$ cat config.mk
export PLATFORM = sky130hd
export DESIGN_NAME = bridge_sequencer
export DESIGN_NICKNAME = d
export VERILOG_FILES = /design/src/rtl/bridge_sequencer.sv
export SDC_FILE = /design/constraint.sdc
export NUM_CORES = 1
export LEC_CHECK = 0
export CAP_MARGIN = 20
export CORE_AREA = 2 2 82 84
export CTS_BUF_LIST = sky130_fd_sc_hd__clkbuf_16
export DETAILED_ROUTE_END_ITERATION = 16
export DIE_AREA = 0 0 84 86
export GPL_ROUTABILITY_DRIVEN = 0
export PLACE_DENSITY_LB_ADDON = 0.12
export SLEW_MARGIN = 25
export SYNTH_ARGS = -nofsm -noshare
export SYNTH_HDL_FRONTEND = slang
export SYNTH_SLANG_ARGS = --single-unit
$ cat constraint.sdc
create_clock -name MClk -period 7.56 [get_ports MClk]
set_clock_uncertainty 0.15 [all_clocks]
set_input_delay 1.134 -clock MClk [delete_from_list [all_inputs] [get_ports MClk]]
set_output_delay 1.134 -clock MClk [all_outputs]
set_load 0.01 [all_outputs]
$ cat src/rtl/bridge_sequencer.sv
// H-bridge start-up sequencer: IDLE -> bootstrap PRECHARGE -> RUN, latched FAULT, plus a
// dead-time configuration handshake. Define BRIDGE_SEQ_FAULT_SYNC_EN to add a 2-flop FaultN synchronizer.
module bridge_sequencer #(
   parameter int BIT_WIDTH = 16,
   parameter int DT_RESET  = 10
) (
   input  logic                 MClk,
   input  logic                 RstN,
   input  logic                 Enable,
   input  logic                 FaultN,
   input  logic                 FaultClr,
   input  logic                 PeriodStart,
   input  logic                 PwmIn,
   input  logic [BIT_WIDTH-1:0] PrechargeCount,
   input  logic [BIT_WIDTH-1:0] CfgDeadTime,
   input  logic                 CfgValid,
   output logic                 CfgReady,
   output logic [1:0]           SPDT,
   output logic [BIT_WIDTH-1:0] DeadTimeCount,
   output logic [1:0]           State,
   output logic                 Running
);

   localparam logic [1:0] ST_IDLE  = 2'b00;
   localparam logic [1:0] ST_PRE   = 2'b01;
   localparam logic [1:0] ST_RUN   = 2'b10;
   localparam logic [1:0] ST_FAULT = 2'b11;

   localparam logic [BIT_WIDTH-1:0] DT_INIT = BIT_WIDTH'(DT_RESET);
   localparam logic [BIT_WIDTH-1:0] CNT_ONE = BIT_WIDTH'(1);

   logic fault;

`ifdef BRIDGE_SEQ_FAULT_SYNC_EN
   logic faultn_p0;
   logic faultn_p1;

   // Two-stage synchronizer; idles at 1 so reset never looks like a fault.
   always_ff @(posedge MClk or negedge RstN) begin
      if (!RstN) begin
         faultn_p0 <= 1'b1;
         faultn_p1 <= 1'b1;
      end else begin
         faultn_p0 <= FaultN;
         faultn_p1 <= faultn_p0;
      end
   end

   assign fault = ~faultn_p1;
`else
   assign fault = ~FaultN;
`endif

   logic [1:0]           state_q;
   logic [1:0]           state_d;
   logic [BIT_WIDTH-1:0] pre_cnt_q;
   logic [BIT_WIDTH-1:0] pre_cnt_d;
   logic [1:0]           spdt_q;
   logic [1:0]           spdt_d;
   logic                 pre_done;

   assign pre_done = (pre_cnt_q >= PrechargeCount);

   always_comb begin
      state_d   = state_q;
      pre_cnt_d = pre_cnt_q;
      case (state_q)
         ST_IDLE: begin
            pre_cnt_d = '0;
            if (fault)       state_d = ST_FAULT;
            else if (Enable) state_d = ST_PRE;
         end
         ST_PRE: begin
            if (fault)                          state_d = ST_FAULT;
            else if (!Enable)                   state_d = ST_IDLE;
            else if (PeriodStart && pre_done)   state_d = ST_RUN;
            else if (!pre_done)                 pre_cnt_d = pre_cnt_q + CNT_ONE;
         end
         ST_RUN: begin
            if (fault)        state_d = ST_FAULT;
            else if (!Enable) state_d = ST_IDLE;
         end
         default: begin
            if (FaultClr && !fault) state_d = ST_IDLE;
         end
      endcase
   end

   // Drive SPDT from the next state so it changes on the same edge as State; 11 is unreachable.
   always_comb begin
      case (state_d)
         ST_PRE:  spdt_d = 2'b01;
         ST_RUN:  spdt_d = {PwmIn, ~PwmIn};
         default: spdt_d = 2'b00;
      endcase
   end

   always_ff @(posedge MClk or negedge RstN) begin
      if (!RstN) begin
         state_q   <= ST_IDLE;
         pre_cnt_q <= '0;
         spdt_q    <= 2'b00;
      end else begin
         state_q   <= state_d;
         pre_cnt_q <= pre_cnt_d;
         spdt_q    <= spdt_d;
      end
   end

   logic                 pend_vld;
   logic [BIT_WIDTH-1:0] pend_val;
   logic                 cfg_ready_q;
   logic [BIT_WIDTH-1:0] dt_cnt_q;
   logic                 accept;
   logic                 commit;

   assign accept = CfgValid & cfg_ready_q;
   // Pending is only set after the accepting edge, so a same-cycle PeriodStart cannot commit it.
   assign commit = pend_vld & (((state_q == ST_PRE) || (state_q == ST_RUN)) ? PeriodStart : 1'b1);

   always_ff @(posedge MClk or negedge RstN) begin
      if (!RstN) begin
         pend_vld    <= 1'b0;
         cfg_ready_q <= 1'b0;
         dt_cnt_q    <= DT_INIT;
      end else begin
         if (accept)      pend_vld <= 1'b1;
         else if (commit) pend_vld <= 1'b0;
         if (commit)      dt_cnt_q <= pend_val;
         cfg_ready_q <= ~accept & ~pend_vld;
      end
   end

   always_ff @(posedge MClk) begin
      if (accept) pend_val <= CfgDeadTime;
   end

   assign CfgReady      = cfg_ready_q;
   assign SPDT          = spdt_q;
   assign DeadTimeCount = dt_cnt_q;
   assign State         = state_q;
   assign Running       = (state_q == ST_RUN);

endmodule

; After elaboration in Yosys (flattened, before gate mapping)
; Cells that the tools add are included.
[op_classes]
order_cmp = 1
n_mux = 18
n_reduce_logical = 7
n_addsub = 1
n_eq_ne = 8
n_bitwise = 6
[ops]
columns = cell, count
row1 = $mux W16, 4
row2 = $pmux W16 S2, 1
row3 = $add A16 B1 Y16 const B, 1
row4 = $ge A16 B16 Y1, 1
row5 = $mux W2, 8
row6 = $ne A2 B2 Y1 const B, 4
row7 = $pmux W2 S3, 1
row8 = $reduce_and A5 Y1, 1
row9 = $eq A2 B1 Y1 const B, 2
row10 = $eq A2 B2 Y1 const B, 2
row11 = $pmux W2 S2, 1
row12 = $reduce_bool A2 Y1, 2
row13 = $and A1 B1 Y1, 3
row14 = $mux W1, 3
row15 = $not A1 Y1, 3
row16 = $logic_and A1 B1 Y1, 2
row17 = $logic_not A2 Y1, 1
row18 = $logic_or A1 B1 Y1, 1
[word_totals]
inputBits = 40
word_cells = 48
regBits = 54

; Logic depth before layout (Yosys ltp)
; Gate-level depths: netlist (run 1).
[logic_depth]
depth_word = 8
ltp_mapped = 11

; Worst setup path before layout (run 1)
; Ideal clock, no wire load.
[synth_path]
path_kind = input -> register
startpoint = input port PrechargeCount[13]
endpoint = register spdt_q[0] (netlist: SPDT[0])
stages = 11
t_arrival_ps = 2943
t_required_ps = 7292
setup_ps = 118
path_buffers = 0
path_slack_ps = 4349
cell_sequence = inv_1 ha_1 nand2_1 nor4_1 o311ai_4 nand3_1 o2111ai_1 a22o_1 ha_1 a21oi_1 nor2_1
[synth_between]
elab_chain_len = 8
word_cells_on_any_way = 9
cone_classes = order compare (1) / eq/ne (2) / mux (5) / reduce/logical (1)
[synth_lines]
columns = element, line_no
row1 = start: declaration, 14  ; input logic [BIT_WIDTH-1:0] PrechargeCount,
row2 = $ge A16 B16 Y1 *, 62  ; assign pre_done = (pre_cnt_q >= PrechargeCount);
row3 = $logic_and A1 B1 Y1 *, 76  ; else if (PeriodStart && pre_done) state_d = ST_RUN;
row4 = $mux W2 *, 76
row5 = $mux W2 *, 75  ; else if (!Enable) state_d = ST_IDLE;
row6 = $mux W2 *, 74  ; if (fault) state_d = ST_FAULT;
row7 = $pmux W2 S3 *, 67  ; case (state_q)
row8 = $eq A2 B2 Y1 / $eq A2 B1 Y1 (equally long branches), 91  ; case (state_d)
row9 = $pmux W2 S2 *, 91
row10 = net spdt_d[0], 59  ; logic [1:0] spdt_d;
row11 = end signal: assignment, 106  ; spdt_q <= spdt_d;
row12 = end: declaration, 58  ; logic [1:0] spdt_q;
; Mark *: on every way through the listed nets, which the timed path passes. The rest lies on a longest branch.
; A chain may end at the register's enable or synchronous reset.

; Worst setup path after layout (run 1)
[layout_path]
startpoint = input port PrechargeCount[9]
endpoint = register pre_cnt_q[5]
[layout_between]
elab_chain_len = 4
word_cells_on_any_way = 5
cone_classes = order compare (1) / eq/ne (2) / reduce/logical (2)
[layout_lines]
columns = element, line_no
row1 = $ge A16 B16 Y1 *, 62
row2 = $logic_and A1 B1 Y1, 76
row3 = $ne A2 B2 Y1 (no line), --
row4 = $reduce_and A5 Y1 (no line) *, --
row5 = end signal: assignment, 105  ; pre_cnt_q <= pre_cnt_d;
row6 = end: declaration, 56  ; logic [BIT_WIDTH-1:0] pre_cnt_q;
; Every way passes the cells marked *; elsewhere a longest branch is shown, timed or not.

==> results_dict.tcl, run 1 <==
set metrics [dict create \
    vias_per_cell 5.31 \
    core_um2 6280 \
    yosysTopAreaCellShare 0.327 \
    fillers 532 \
    synth_xor_area_frac 0 \
    ys_warn_count 0 \
    first_pass_iters 4 \
    tightest_slew_ns 0.861 \
    yosysSeqAreaShare 0.520 \
    ant_nets 0 \
    async_reset_ff_frac 0.704 \
    syn_inst 245 \
    die_height_um 86 \
    first_iter_violations 92 \
    clk_latency_ns 0.28 \
    synth_edf_count 16 \
    antenna_found_initial 0 \
    synth_top_family_by_area "compound AO/OA/AOI/OAI gates" \
    vias 2054 \
    layout.cells.non_filler 387 \
    cts_tree "done" \
    hold_class "flip-flop to flip-flop" \
    cts_resized 0 \
    startpoint_type "input port" \
    hold_viol_final 0 \
    syn_area_um2 2760 \
    cts_made_buffers 5 \
    port_buffers 61 \
    synth_top_cell_by_area "dfrtp_1" \
    synthTopCellsByArea "dfrtp_1 (33%), edfxtp_1 (17%), ha_1 (10%)" \
    muxShareOfSynthArea 0.0653 \
    ys_seq_elements 54 \
    final_max_slew_viol_count 0 \
    wire_per_inst_um 14.1 \
    critPathMaxFanout 30 \
    syn2layout_area_growth_pct 30.7 \
    grt_pass1_wl_um 8720 \
    cp.required_ns 7.62 \
    critical_path_arrival_ns 3.91 \
    hold_start "pend_vld" \
    crit_type "input port to flip-flop" \
    die_w_um 84 \
    cts_buffer_depth 2 \
    syn_nets 308 \
    end_kind "flip-flop" \
    wl_um 5470 \
    grt_max_degree 39 \
    p_per_area_nw_per_um2 311 \
    synthTopCellsByCount "dfrtp_1 (36), inv_1 (28), ha_1 (23), nand2_1 (18)" \
    period_share 0.510 \
    dp_hpwl_um 4050 \
    clk_pin_slew_ns 0.06 \
    setup_tns_ns 0 \
    start_util 0.440 \
    clock.fmax_ghz 0.260 \
    synth_ff_type "dfrtp_1" \
    layout.nets 372 \
    gr-usage-all-layers 0.153 \
    row_count 29 \
    overflow 0 \
    cts_setup_buffers 0 \
    grt_pass1_vias 1838 \
    drc 0 \
    yosysMostFrequentCell "dfrtp_1" \
    htreeDepth 2 \
    layout-drive-gt1-share 0.100 \
    outcome "finished, final reports clean" \
    diodes 0 \
    dp.cells 379 \
    leakage_nw 1.54 \
    crit_start "PrechargeCount[9]" \
    clkSinkCount 54 \
    r2r-start "pre_cnt_q[11]" \
    min_period_ns 3.85 \
    syn_avg_cell_area_um2 11.3 \
    setup_violations 0 \
    pin_count 62 \
    rsz0062_at_grt "no" \
    drv_cap 0 \
    relSlewSlack 0.426 \
    synthAdderAreaFrac 0.104 \
    synthSimpleGateAreaFrac 0.118 \
    synth_compound_area_frac 0.144 \
    cts-hold-fix-buffers 0 \
    ir_worst_vdd_v 0.000197 \
    synth_cell_types 40 \
    dieArea_um2 7220 \
    clock-root-buffer "clkbuf_16" \
]
stage by stage:
| stage | hold WS (ns) | utilization | worst slack (ns) | instance area [um2] | power, W |
|---|---|---|---|---|---|
| finish | 0.306 | 0.574 | 3.71 | 3610 | 0.00112 |
| CTS | 0.315 | 0.574 | 3.71 | 3610 | 0.00114 |
| global placement | 0.292 | 0.548 | 3.46 | 3440 | 0.000872 |
| global route | 0.337 | 0.574 | 3.51 | 3610 | 0.00120 |
| floorplan | 0.273 | - | 4.35 | 2760 | 0.000680 |
| detailed placement | 0.303 | 0.548 | 3.41 | 3440 | 0.000882 |
cell type report:
class	instances	area (um2)	area share
Tap cell	77	96.3	0.0267
Clock buffer	5	125	0.0347
Timing Repair Buffer	62	613	0.170
Inverter	28	105	0.0291
Multi-Input combinational cell	158	1190	0.330
Sequential cell	54	1430	0.398
Clock inverter	3	41.3	0.0115
where the power goes:
group | total, W | internal, W | switching (W)
Sequential | 0.000431 | 0.000389 | 0.0000426
Combinational | 0.000439 | 0.000234 | 0.000205
Clock | 0.000252 | 0.000155 | 0.0000967
Total | 0.00112 | 0.000777 | 0.000344
flip-flops by register name, summed over array words and instances (netlist names):
| signal | count |
|---|---|
| DeadTimeCount | 16 |
| pend_val | 16 |
| pre_cnt_q | 16 |
| SPDT | 2 |
| State | 2 |
| CfgReady | 1 |
| pend_vld | 1 |
final timing paths:
| check | endpoint | slack, ns | cells after the start |
|---|---|---|---|
| max | pre_cnt_q[5] | 3.71 | 9 |
| min | CfgReady | 0.31 | 1 |
| max reg2reg | pre_cnt_q[5] | 4.60 | 7 |
| min reg2reg | CfgReady | 0.31 | 1 |
| max in group asynchronous | CfgReady | 5.91 | 1 |
| min in group asynchronous | pre_cnt_q[8] | 0.81 | 1 |
cell families after synthesis:
| logic type | after synthesis |
|---|---|
| buf+inv | 33 |
| compound gates | 57 |
| mux | 16 |
| fa+ha+maj | 23 |
| simple gates | 62 |
| flops | 54 |
worst max-delay path, stage by stage:
cell and delay, ns:
clkdlybuf4s50_1 0.45, inv_1 0.04, ha_1 0.30, a21oi_1 0.16, o21ai_1 0.14, a2111oi_4 0.41, nand3_2 0.46, or4_1 0.66
a21oi_1 0.16
metal layers:
metal  track usage  vias up  share of wire
li1              -     1026              -
met1         0.212      971           0.47
met2         0.239       53           0.45
met3        0.0452        4          0.068
met4        0.0396        0         0.0069
met5             0        -              0
layout by cell type (no fill, tap or decap), types with 2 or more instances in the layout:
cell             count
or4_1                6
o21ai_0              4
a21o_1               2
nor3_1               2
nand3_1              7
dfstp_2              2
o21ai_1             10
inv_1               29
o211ai_1             5
nand4_1              6
nor2b_1              2
dfrtp_1             36
clkdlybuf4s50_1     60
edfxtp_1            16
nor2_1               8
ha_1                23
and2_1               2
o21a_1               2
o31ai_1              7
nand2b_1             2
a211oi_1             2
clkbuf_16            5
nand2_1             18
and3_1               2
mux2_2              16
or3_1                4
a21oi_1             16
Power figures use the tool's default switching activity.
==> run 2, diff against run 1 <==
==> constraint.sdc (replaced) <==
create_clock -name MClk -period 3.4 [get_ports MClk]
set_clock_uncertainty 0.15 [all_clocks]
set_input_delay 0.51 -clock MClk [delete_from_list [all_inputs] [get_ports MClk]]
set_output_delay 0.51 -clock MClk [all_outputs]
set_load 0.01 [all_outputs]
==> results_dict.tcl, run 2 (synthesis results as in run 1) <==
set metrics [dict create \
    outcome "finished, final reports clean" \
    cts-hold-fix-buffers 0 \
    dpl-instance-area_um2 3470 \
    die_w_um 84 \
    syn2layout_area_growth_pct 32.0 \
    p_per_area_nw_per_um2 697 \
    grt_pass1_wl_um 9170 \
    first_pass_iters 4 \
    clk_latency_ns 0.29 \
    hold_class "input port to asynchronous set/reset pin" \
    vias_per_cell 5.16 \
    period_share 0.866 \
    final_max_slew_viol_count 0 \
    hold_viol_final 0 \
    critPathMaxFanout 12 \
    dp.cells 383 \
    wl_um 5410 \
    clkSinkCount 54 \
    start_util 0.440 \
    final_common_cell "clkdlybuf4s50_1" \
    cts_resized 0 \
    crit_type "input port to flip-flop" \
    antenna_found_initial 0 \
    layout.nets 376 \
    stdcell_area_um2 3640 \
    min_period_ns 2.94 \
    setup_tns_ns 0 \
    pin_count 62 \
    crit_end "pre_cnt_q[9]" \
    reg2reg_to "pre_cnt_q[9]" \
    clock-root-buffer "clkbuf_16" \
    clk_pin_slew_ns 0.07 \
    first_iter_violations 92 \
    die_height_um 86 \
    critical_path_arrival_ns 3.01 \
    leakage_nw 1.56 \
    clock.fmax_ghz 0.340 \
    r2r-start "pre_cnt_q[11]" \
    tightest_slew_ns 0.865 \
    row_count 29 \
    diodes 0 \
    dieArea_um2 7220 \
    gr-usage-all-layers 0.158 \
    drc 0 \
    layout-drive-gt1-share 0.115 \
    drv_cap 0 \
    ant_nets 0 \
    cp.required_ns 3.47 \
    vias 2018 \
    relSlewSlack 0.423 \
    wire_per_inst_um 13.8 \
    cts_buffer_depth 2 \
    htreeDepth 2 \
    setup_violations 0 \
    cts_tree "done" \
    overflow 0 \
    final_util 0.580 \
    rr_worst_depth 8 \
    crit_start "PrechargeCount[11]" \
    ir_worst_vdd_v 0.000396 \
    fillers 543 \
    cts_setup_buffers 0 \
    timing.reg2reg.setup_slack_ns 0.70 \
    startpoint_type "input port" \
    grt_max_degree 39 \
    rsz0062_at_grt "no" \
    port_buffers 61 \
    grt_pass1_vias 2001 \
    cts_made_buffers 5 \
    dp_hpwl_um 3910 \
    layout.cells.non_filler 391 \
    core_um2 6280 \
    end_kind "flip-flop" \
    layout_common_cells "clkdlybuf4s50_1 (60), dfrtp_1 (36), inv_1 (28)" \
]
-- run 2: cell types whose count changed in the layout (fill, tap and decap cells not counted), sizes merged --
cell | before | now
buf | 2 | 6
clkinv | 0 | 1
clkinvlp | 1 | 0
-- run 2: how the worst min path moves through the flow --
stage,slack [ns],depth (start not counted),end,from
after global placement,0.29,1,CfgReady,pend_vld
after global routing,0.26,1,pre_cnt_q[9],RstN
after detailed placement,0.30,1,CfgReady,pend_vld
after floorplan,0.06,0,CfgReady,RstN
final,0.17,1,pre_cnt_q[9],RstN
after CTS,0.23,1,pre_cnt_q[9],RstN
-- run 2: power by group --
| part | internal, W | switching (W) |
|---|---|---|
| sequential | 0.000864 | 0.0000966 |
| clock | 0.000352 | 0.000236 |
| combinational | 0.000535 | 0.000456 |
| total | 0.00175 | 0.000789 |
-- run 2: layer usage --
metal  track usage  vias to the layer above  routed length [um]
li1              -                     1039                   -
met1         0.218                      925                2680
met3        0.0356                        4                 274
met5             0                        -                   0
met4        0.0352                        0                  42
met2         0.258                       50                2410
-- run 2: per-stage QoR --
stage	power, W	hold WS [ns]	setup slack, ns
floorplan	0.00151	0.0644	0.813
global placement	0.00196	0.289	0.199
detailed placement	0.00198	0.299	0.164
CTS	0.00257	0.231	0.451
global route	0.00270	0.260	0.262
finish	0.00254	0.172	0.456
-- run 2: layout make-up --
cell class / instances / area [um2] / share of cell area
inverters: 28 / 105 / 0.0289
well taps: 77 / 96.3 / 0.0265
flip-flops and latches: 54 / 1430 / 0.394
clock buffers: 5 / 125 / 0.0344
clock inverters: 3 / 47.5 / 0.0131
multi-input cells: 158 / 1190 / 0.327
repair buffers: 66 / 643 / 0.177
-- run 2: critical path, stage by stage --
cell,delay [ns]
clkdlybuf4s50_1,0.45
inv_1,0.04
ha_1,0.29
a21oi_1,0.14
o21ai_1,0.16
a2111oi_4,0.42
nand3_2,0.26
buf_4,0.24
or3_1,0.34
a21oi_1,0.15
